**config.mk**
```make
export PLATFORM = sky130hd
export DESIGN_NAME = mbus_pwr_seq_multi
export DESIGN_NICKNAME = d
export VERILOG_FILES = /design/src/rtl/mbus_pwr_seq_multi.sv
export SDC_FILE = /design/constraint.sdc
export NUM_CORES = 1
export LEC_CHECK = 0
export BUFFER_PORTS_ARGS = -buffer_cell sky130_fd_sc_hd__buf_2
export CAP_MARGIN = 5
export CORE_UTILIZATION = 51
export DETAILED_ROUTE_END_ITERATION = 6
export GPL_TIMING_DRIVEN = 0
export PLACE_DENSITY = 0.83
export SYNTH_ARGS = -nofsm -noshare
export SYNTH_HDL_FRONTEND = slang
export SYNTH_SLANG_ARGS = --single-unit
```
**constraint.sdc**
```tcl
create_clock -name CLK_EXT -period 3 [get_ports CLK_EXT]
set_input_delay 0.45 -clock CLK_EXT [delete_from_list [all_inputs] [get_ports CLK_EXT]]
set_output_delay 0.45 -clock CLK_EXT [all_outputs]
set_load 0.1 [all_outputs]
```
**src/rtl/mbus_pwr_seq_multi.sv**
```systemverilog
// Multi-domain power sequencer: per-domain power-up/power-down walk plus sticky bus override mux.
// Latency: one control changes per step, steps spaced STEP_DLY+1 negedges; override mux is combinational.
// Backpressure: none; requests are level-sampled only in OFF/RUN, transient sequences always run to completion.

`ifndef IO_HOLD
`define IO_HOLD 1'b1
`endif
`ifndef IO_RELEASE
`define IO_RELEASE 1'b0
`endif

module mbus_pwr_seq_multi #(
  parameter int NUM_DOM = 2,
  parameter int DLY_W   = 4
) (
  input  logic               CLK_EXT,
  input  logic               RESETn_local,
  input  logic [DLY_W-1:0]   STEP_DLY,
  input  logic [NUM_DOM-1:0] WAKEUP_REQ,
  input  logic [NUM_DOM-1:0] SLEEP_REQ,
  input  logic [NUM_DOM-1:0] BUS_PWR_OVERRIDE,
  input  logic [NUM_DOM-1:0] POWER_ON_FROM_BUS,
  input  logic [NUM_DOM-1:0] RELEASE_CLK_FROM_BUS,
  input  logic [NUM_DOM-1:0] RELEASE_ISO_FROM_BUS,
  input  logic [NUM_DOM-1:0] RELEASE_RST_FROM_BUS,
  output logic [NUM_DOM-1:0] POWER_ON,
  output logic [NUM_DOM-1:0] RELEASE_CLK,
  output logic [NUM_DOM-1:0] RELEASE_ISO,
  output logic [NUM_DOM-1:0] RELEASE_RST,
  output logic [NUM_DOM-1:0] DOM_RUN,
  output logic               BUSY,
  output logic [NUM_DOM-1:0] OVR_STATE
);

  localparam logic HOLD = `IO_HOLD;
  localparam logic REL  = `IO_RELEASE;

  typedef enum logic [2:0] {
    S_OFF    = 3'd0,
    S_UP_PWR = 3'd1,
    S_UP_CLK = 3'd2,
    S_UP_ISO = 3'd3,
    S_RUN    = 3'd4,
    S_DN_RST = 3'd5,
    S_DN_ISO = 3'd6,
    S_DN_CLK = 3'd7
  } st_t;

  logic [NUM_DOM-1:0] ovr;
  logic [NUM_DOM-1:0] busy_vec;

  // Sticky override bits: once the bus claims a domain it keeps it until reset.
  always_ff @(posedge CLK_EXT or negedge RESETn_local) begin
    if (!RESETn_local) ovr <= '0;
    else               ovr <= ovr | BUS_PWR_OVERRIDE;
  end

  assign OVR_STATE = ovr;

  for (genvar g = 0; g < NUM_DOM; g++) begin : g_dom
    st_t              st, st_nxt;
    logic [DLY_W-1:0] cnt, cnt_nxt;
    // ctl bit order: {rst, iso, clk, pwr}; registered so each control moves cleanly on its own edge.
    logic [3:0]       ctl, ctl_nxt;
    logic             step_done;

    // State, step counter and control registers on the falling edge.
    always_ff @(negedge CLK_EXT or negedge RESETn_local) begin
      if (!RESETn_local) begin
        st  <= S_OFF;
        cnt <= '0;
        ctl <= {4{HOLD}};
      end else begin
        st  <= st_nxt;
        cnt <= cnt_nxt;
        ctl <= ctl_nxt;
      end
    end

    // Next state: requests only matter in OFF/RUN; transient states advance once the step delay expires.
    always_comb begin
      st_nxt    = st;
      cnt_nxt   = cnt;
      step_done = (cnt == '0);
      case (st)
        S_OFF:    if (WAKEUP_REQ[g])                   st_nxt = S_UP_PWR;
        S_UP_PWR: if (step_done)                       st_nxt = S_UP_CLK;
        S_UP_CLK: if (step_done)                       st_nxt = S_UP_ISO;
        S_UP_ISO: if (step_done)                       st_nxt = S_RUN;
        S_RUN:    if (SLEEP_REQ[g] && !WAKEUP_REQ[g])  st_nxt = S_DN_RST;
        S_DN_RST: if (step_done)                       st_nxt = S_DN_ISO;
        S_DN_ISO: if (step_done)                       st_nxt = S_DN_CLK;
        S_DN_CLK: if (step_done)                       st_nxt = S_OFF;
        default:                                       st_nxt = S_OFF;
      endcase
      // STEP_DLY is captured only when a new step begins; mid-step changes wait for the next step.
      if (st_nxt != st) begin
        cnt_nxt = (st_nxt == S_OFF || st_nxt == S_RUN) ? '0 : STEP_DLY;
      end else if (!step_done) begin
        cnt_nxt = cnt - DLY_W'(1);
      end
    end

    // Control levels for the state being entered.
    always_comb begin
      ctl_nxt = {4{HOLD}};
      case (st_nxt)
        S_OFF:    ctl_nxt = {HOLD, HOLD, HOLD, HOLD};
        S_UP_PWR: ctl_nxt = {HOLD, HOLD, HOLD, REL };
        S_UP_CLK: ctl_nxt = {HOLD, HOLD, REL,  REL };
        S_UP_ISO: ctl_nxt = {HOLD, REL,  REL,  REL };
        S_RUN:    ctl_nxt = {REL,  REL,  REL,  REL };
        S_DN_RST: ctl_nxt = {HOLD, REL,  REL,  REL };
        S_DN_ISO: ctl_nxt = {HOLD, HOLD, REL,  REL };
        S_DN_CLK: ctl_nxt = {HOLD, HOLD, HOLD, REL };
        default:  ctl_nxt = {4{HOLD}};
      endcase
    end

    assign POWER_ON[g]    = ovr[g] ? POWER_ON_FROM_BUS[g]    : ctl[0];
    assign RELEASE_CLK[g] = ovr[g] ? RELEASE_CLK_FROM_BUS[g] : ctl[1];
    assign RELEASE_ISO[g] = ovr[g] ? RELEASE_ISO_FROM_BUS[g] : ctl[2];
    assign RELEASE_RST[g] = ovr[g] ? RELEASE_RST_FROM_BUS[g] : ctl[3];
    assign DOM_RUN[g]     = (st == S_RUN);
    assign busy_vec[g]    = (st != S_OFF) && (st != S_RUN);
  end

  assign BUSY = |busy_vec;

endmodule

```
# Yosys cells after proc, flatten, opt, wreduce, memory -nomap -nowiden
# Memory sizes are Yosys's and may differ from the RTL's. A register that Yosys moved wholly into a read port is not among the register bits.
# Index checks and enable logic that the tools add are counted.
word_totals:
  regBits: 16
  mem_bits_ro: 64
  inputBits: 20
  out_inout_bits: 13
  word_cells: 83
  mem_count: 2
memory_table:
  columns: ["memory", "depth", "width", "read_ports", "rd_clocked_by_memory_dff", "write_ports", "line_no", "source"]
  rows:
  - ["(no name shown)", 8, 4, 1, 1, 0, "107", "case (st_nxt)"]
  - ["(no name shown)", 8, 4, 1, 1, 0, "107", null]
classes:
  addsub: 2
  eq_ne: 22
  muxes: 32
  bitwise_logic: 1
  n_reduce_logical: 19
ops:
  columns: ["cell", "count"]
  rows:
  - ["3-bit 2-to-1 mux", 16]
  - ["3-bit case mux with 8 select lines", 2]
  - ["3-bit == test, second input constant", 10]
  - ["4-bit 2-to-1 mux", 6]
  - ["3-bit by 2-bit == test with 1-bit output, second input constant", 4]
  - ["3-bit zero test", 4]
  - ["4-bit zero test", 2]
  - ["1-bit 2-to-1 mux", 8]
  - ["4-bit by 1-bit subtractor with 4-bit output, second input constant", 2]
  - ["3-bit by 1-bit == test with 1-bit output, second input constant", 2]
  - ["3-bit != test", 2]
  - ["3-bit != test, second input constant", 2]
  - ["3-bit nonzero test", 2]
  - ["1-bit logical AND", 4]
  - ["1-bit zero test", 4]
  - ["2-bit by 1-bit != test with 1-bit output, second input constant", 2]
  - ["1-bit logical OR", 2]
  - ["2-bit OR", 1]
  - ["2-bit OR reduction", 1]

# Depth between registers and ports, before layout
depth:
  word_depth: 8
  depth_mapped: 7
  mapped_depth_nobuf: 6

==> reports/qor.csv <==
stage;metric;value;unit
status;status;finished with violations;
status;failing checks;setup timing;
critical_path;Worst Reg2Reg Path Length in Cells;7;
final_layout;layout cells sized above 1;0.402;
detailed_routing;wire per inst;16.5;um
final_layout;Area Overhead vs Synth;37.3;%
critical_path;WP depth;4;
synthesis;Most used DFF post-synth;dfrtn_1;
placement;DP Wirelength;2520;um
timing;Worst-Margin Slew;545;ps
power;VDD IR max;670;uV
placement;Placer Congestion;0.883;
timing;clk_skew;79.1;ps
final_layout;final non-filler cell area;2090;um2
critical_path;crit path launch type;register;
clock_network;root buffer cell;clkbuf_4;
clock_network;H-tree levels;1;
synthesis;share of synthesized registers carrying an async set or reset;1.00;
power;P_leak;0.000971;uW
final_layout;antenna fix cells;0;
clock_network;worst-skew pair later-pin latency;390;ps
critical_path;Critical Path RT;2550;ps
grt;vias in the first global route;1505;
detailed_routing;DRT iter0 DRCs;97;
critical_path;RR Endpoint;g_dom[0].cnt[1];
clock_network;CTS tree;built;
critical_path;crit path buf inv count;2;
synthesis;Post-synth EDFFs;0;
power;total power density per cell area;897;nW/um2
detailed_routing;via/cell ratio;5.83;
detailed_routing;Routed WL;4040;um
grt;initial antenna violation count;0;
power;Gate power share;0.574;
flow_run;max_cap viols;0;
floorplanning;row count;19;
power;Psw;837;uW
synthesis;Post-Syn Area per Cell;9.27;um2
placement;PortBufs;32;
floorplanning;core area;2780;um2
synthesis;Cell Area, Synth;1520;um2
final_layout;area of the multi-input gates;877;um2
critical_path;critical path's slowest cell;dfrtn_1;
clock_network;Sink Count;24;
critical_path;R2R setup slack;1000;ps
placement;placed cell areas;1760;um2
power;Clk pwr share;0.107;
floorplanning;io pins;33;
power;Sw Share;0.447;
hold_path;HP Class;in -> async;
clock_network;CTS Hold Bufs;0;
grt;largest net degree at the start of global routing;25;
timing;slew margin rel.;0.637;
final_layout;Filler cells;163;
floorplanning;Die Wd;56.6;um
critical_path;Setup crit end kind;output port;
synthesis;FF+latch count, synth;24;
clock_network;CTS clk-pin slew, worst paths;150;ps
grt;GRT overflow;0;
synthesis;post-synthesis sequential area ratio;0.402;
detailed_routing;# DRC;0;
critical_path;FF-to-FF Start;g_dom[0].cnt[0];
synthesis;synth warn;0;
critical_path;cell breakdown of the critical path;nor2_4, nand2_2, clkinvlp_4, buf_12;
synthesis;post-synth net total;186;
timing;Setup violations, final;11;
timing;setup TNS;-1940;ps
timing;unrepaired setup endpoints after global routing;yes;
critical_path;crit-path max cell delay;400;ps
power;Seq pwr share;0.319;
placement;pre-CTS setup slack;-361;ps
critical_path;WP data arrival;2750;ps
timing;Final WS setup;-198;ps
grt;first-pass GRT wire length;6930;um
clock_network;CTS buffer count;3;
floorplanning;Die Y;56.6;um
final_layout;fin nets;237;
critical_path;worst-path fanout max;3;
critical_path;Crit path max-delay family;flip-flops;
grt;aggregate global-route resource usage;0.275;
power;Internal Power;1030;uW
synthesis;Netlist cell types;51;
synthesis;Post-Synthesis Cells;164;
critical_path;critical path class;reg -> out;
final_layout;storage element area;611;um2
floorplanning;Starting Density;0.547;
clock_network;Longest Clk Path Bufs;2;
detailed_routing;Detail Route Antenna Nets;0;
floorplanning;die area;3200;um2
timing;endpoints failing hold;0;
detailed_routing;Vias;1428;
detailed_routing;First-pass DRT Iterations;4;
timing;Pins Over Slew Limit;0;
==> flip-flops by register name, summed over array words and instances, names as in the netlist <==
| signal | flops |
|---|---|
| g_dom.st | 6 |
| g_dom.ctl | 8 |
| g_dom.cnt | 8 |
| OVR_STATE | 2 |
==> routing by layer <==
layer,track usage,vias up,share of wire,wire length (um)
met5,0,-,0,0
met4,0.0627,0,0.0025,10
met3,0.0392,2,0.065,262
met2,0.497,75,0.52,2110
met1,0.344,672,0.41,1660
li1,-,679,-,-
==> cell type report <==
class / instances / area share
flip-flops and latches: 24 / 0.293
clock buffers: 3 / 0.0108
plain buffers: 5 / 0.0216
clock inverters: 9 / 0.0168
multi-input cells: 121 / 0.420
repair buffers: 43 / 0.201
inverters: 9 / 0.0180
well taps: 31 / 0.0186
==> worst max path at each step <==
stage                   startpoint          to  slack, ps
finish              g_dom[1].st[1]  DOM_RUN[1]       -200
detailed placement  g_dom[0].st[1]  DOM_RUN[0]       -360
global route        g_dom[1].st[1]  DOM_RUN[1]       -270
floorplan           g_dom[1].st[1]  DOM_RUN[1]        -30
global placement    g_dom[0].st[1]  DOM_RUN[0]       -350
CTS                 g_dom[1].st[0]  DOM_RUN[1]       -280
==> repair_timing <==
action | 4_1_cts | 5_1_grt
pin swaps | 3 | 2
gates resized for setup | 55 | 2
endpoints found under the setup margin | 11 | 11
setup buffers | 7 | 4
==> worst reg2reg max path, cell delays in order (launching register included) <==
cell and delay (ps):
dfrtn_1 480, inv_1 80, ha_1 250, or3b_1 190
clkbuf_1 250, nor3_2 80, a31o_2 250, a221o_1 270
==> cell usage after synthesis (all sizes together), types with 5 or more instances <==
| cell type | number | area, um2 |
|---|---|---|
| o21ai | 8 | 43.8 |
| dfrtn | 14 | 350 |
| nor3 | 6 | 35.0 |
| inv | 10 | 37.5 |
| mux2 | 9 | 101 |
| nand2 | 19 | 71.3 |
| a21oi | 5 | 25.0 |
| clkbuf | 5 | 20.0 |
| dfstp | 8 | 210 |
| or2 | 5 | 31.3 |
| nor2 | 17 | 71.3 |
==> kinds of logic (layout without fill, tap and decap cells) <==
group	count (synthesis)	after routing	share of synthesized area
AOI/OAI and AO/OA	37	37	0.180
xor gates and xnor gates	4	4	0.0230
adders and majority gates	3	3	0.0230
buffers and inverters	19	69	0.0593
DFF	24	24	0.402
muxes	13	13	0.0930
and+or+nand+nor	64	64	0.220
==> power by group through the flow <==
stage	Sequential (uW)	Combinational [uW]	Clock, uW
floorplan	556	763	18.5
global placement	570	878	18.5
detailed placement	577	930	18.5
CTS	586	1050	194
global route	612	1170	234
finish	597	1070	200
==> layout by cell type, fill, tap and decap left out, types with 4 or more instances in the layout <==
master	n
mux2i_1	4
nor2_1	14
buf_12	12
o21ai_0	6
dfstp_2	8
mux2_4	8
or2_2	5
inv_1	16
buf_4	11
nand3_1	4
dfrtn_1	14
nand2_1	17
buf_2	21
nor3_1	5
a221o_1	4
a21oi_1	5
==> through the flow <==
stage / power [uW] / util / hold WS, ps / std cells
CTS: 1830 / 0.747 / 103 / 243
floorplan: 1340 / - / 154 / 164
global placement: 1470 / 0.634 / 457 / 227
finish: 1870 / 0.750 / 90.3 / 245
global route: 2020 / 0.750 / 107 / 245
detailed placement: 1530 / 0.634 / 462 / 227
Power figures use the tool's default switching activity.
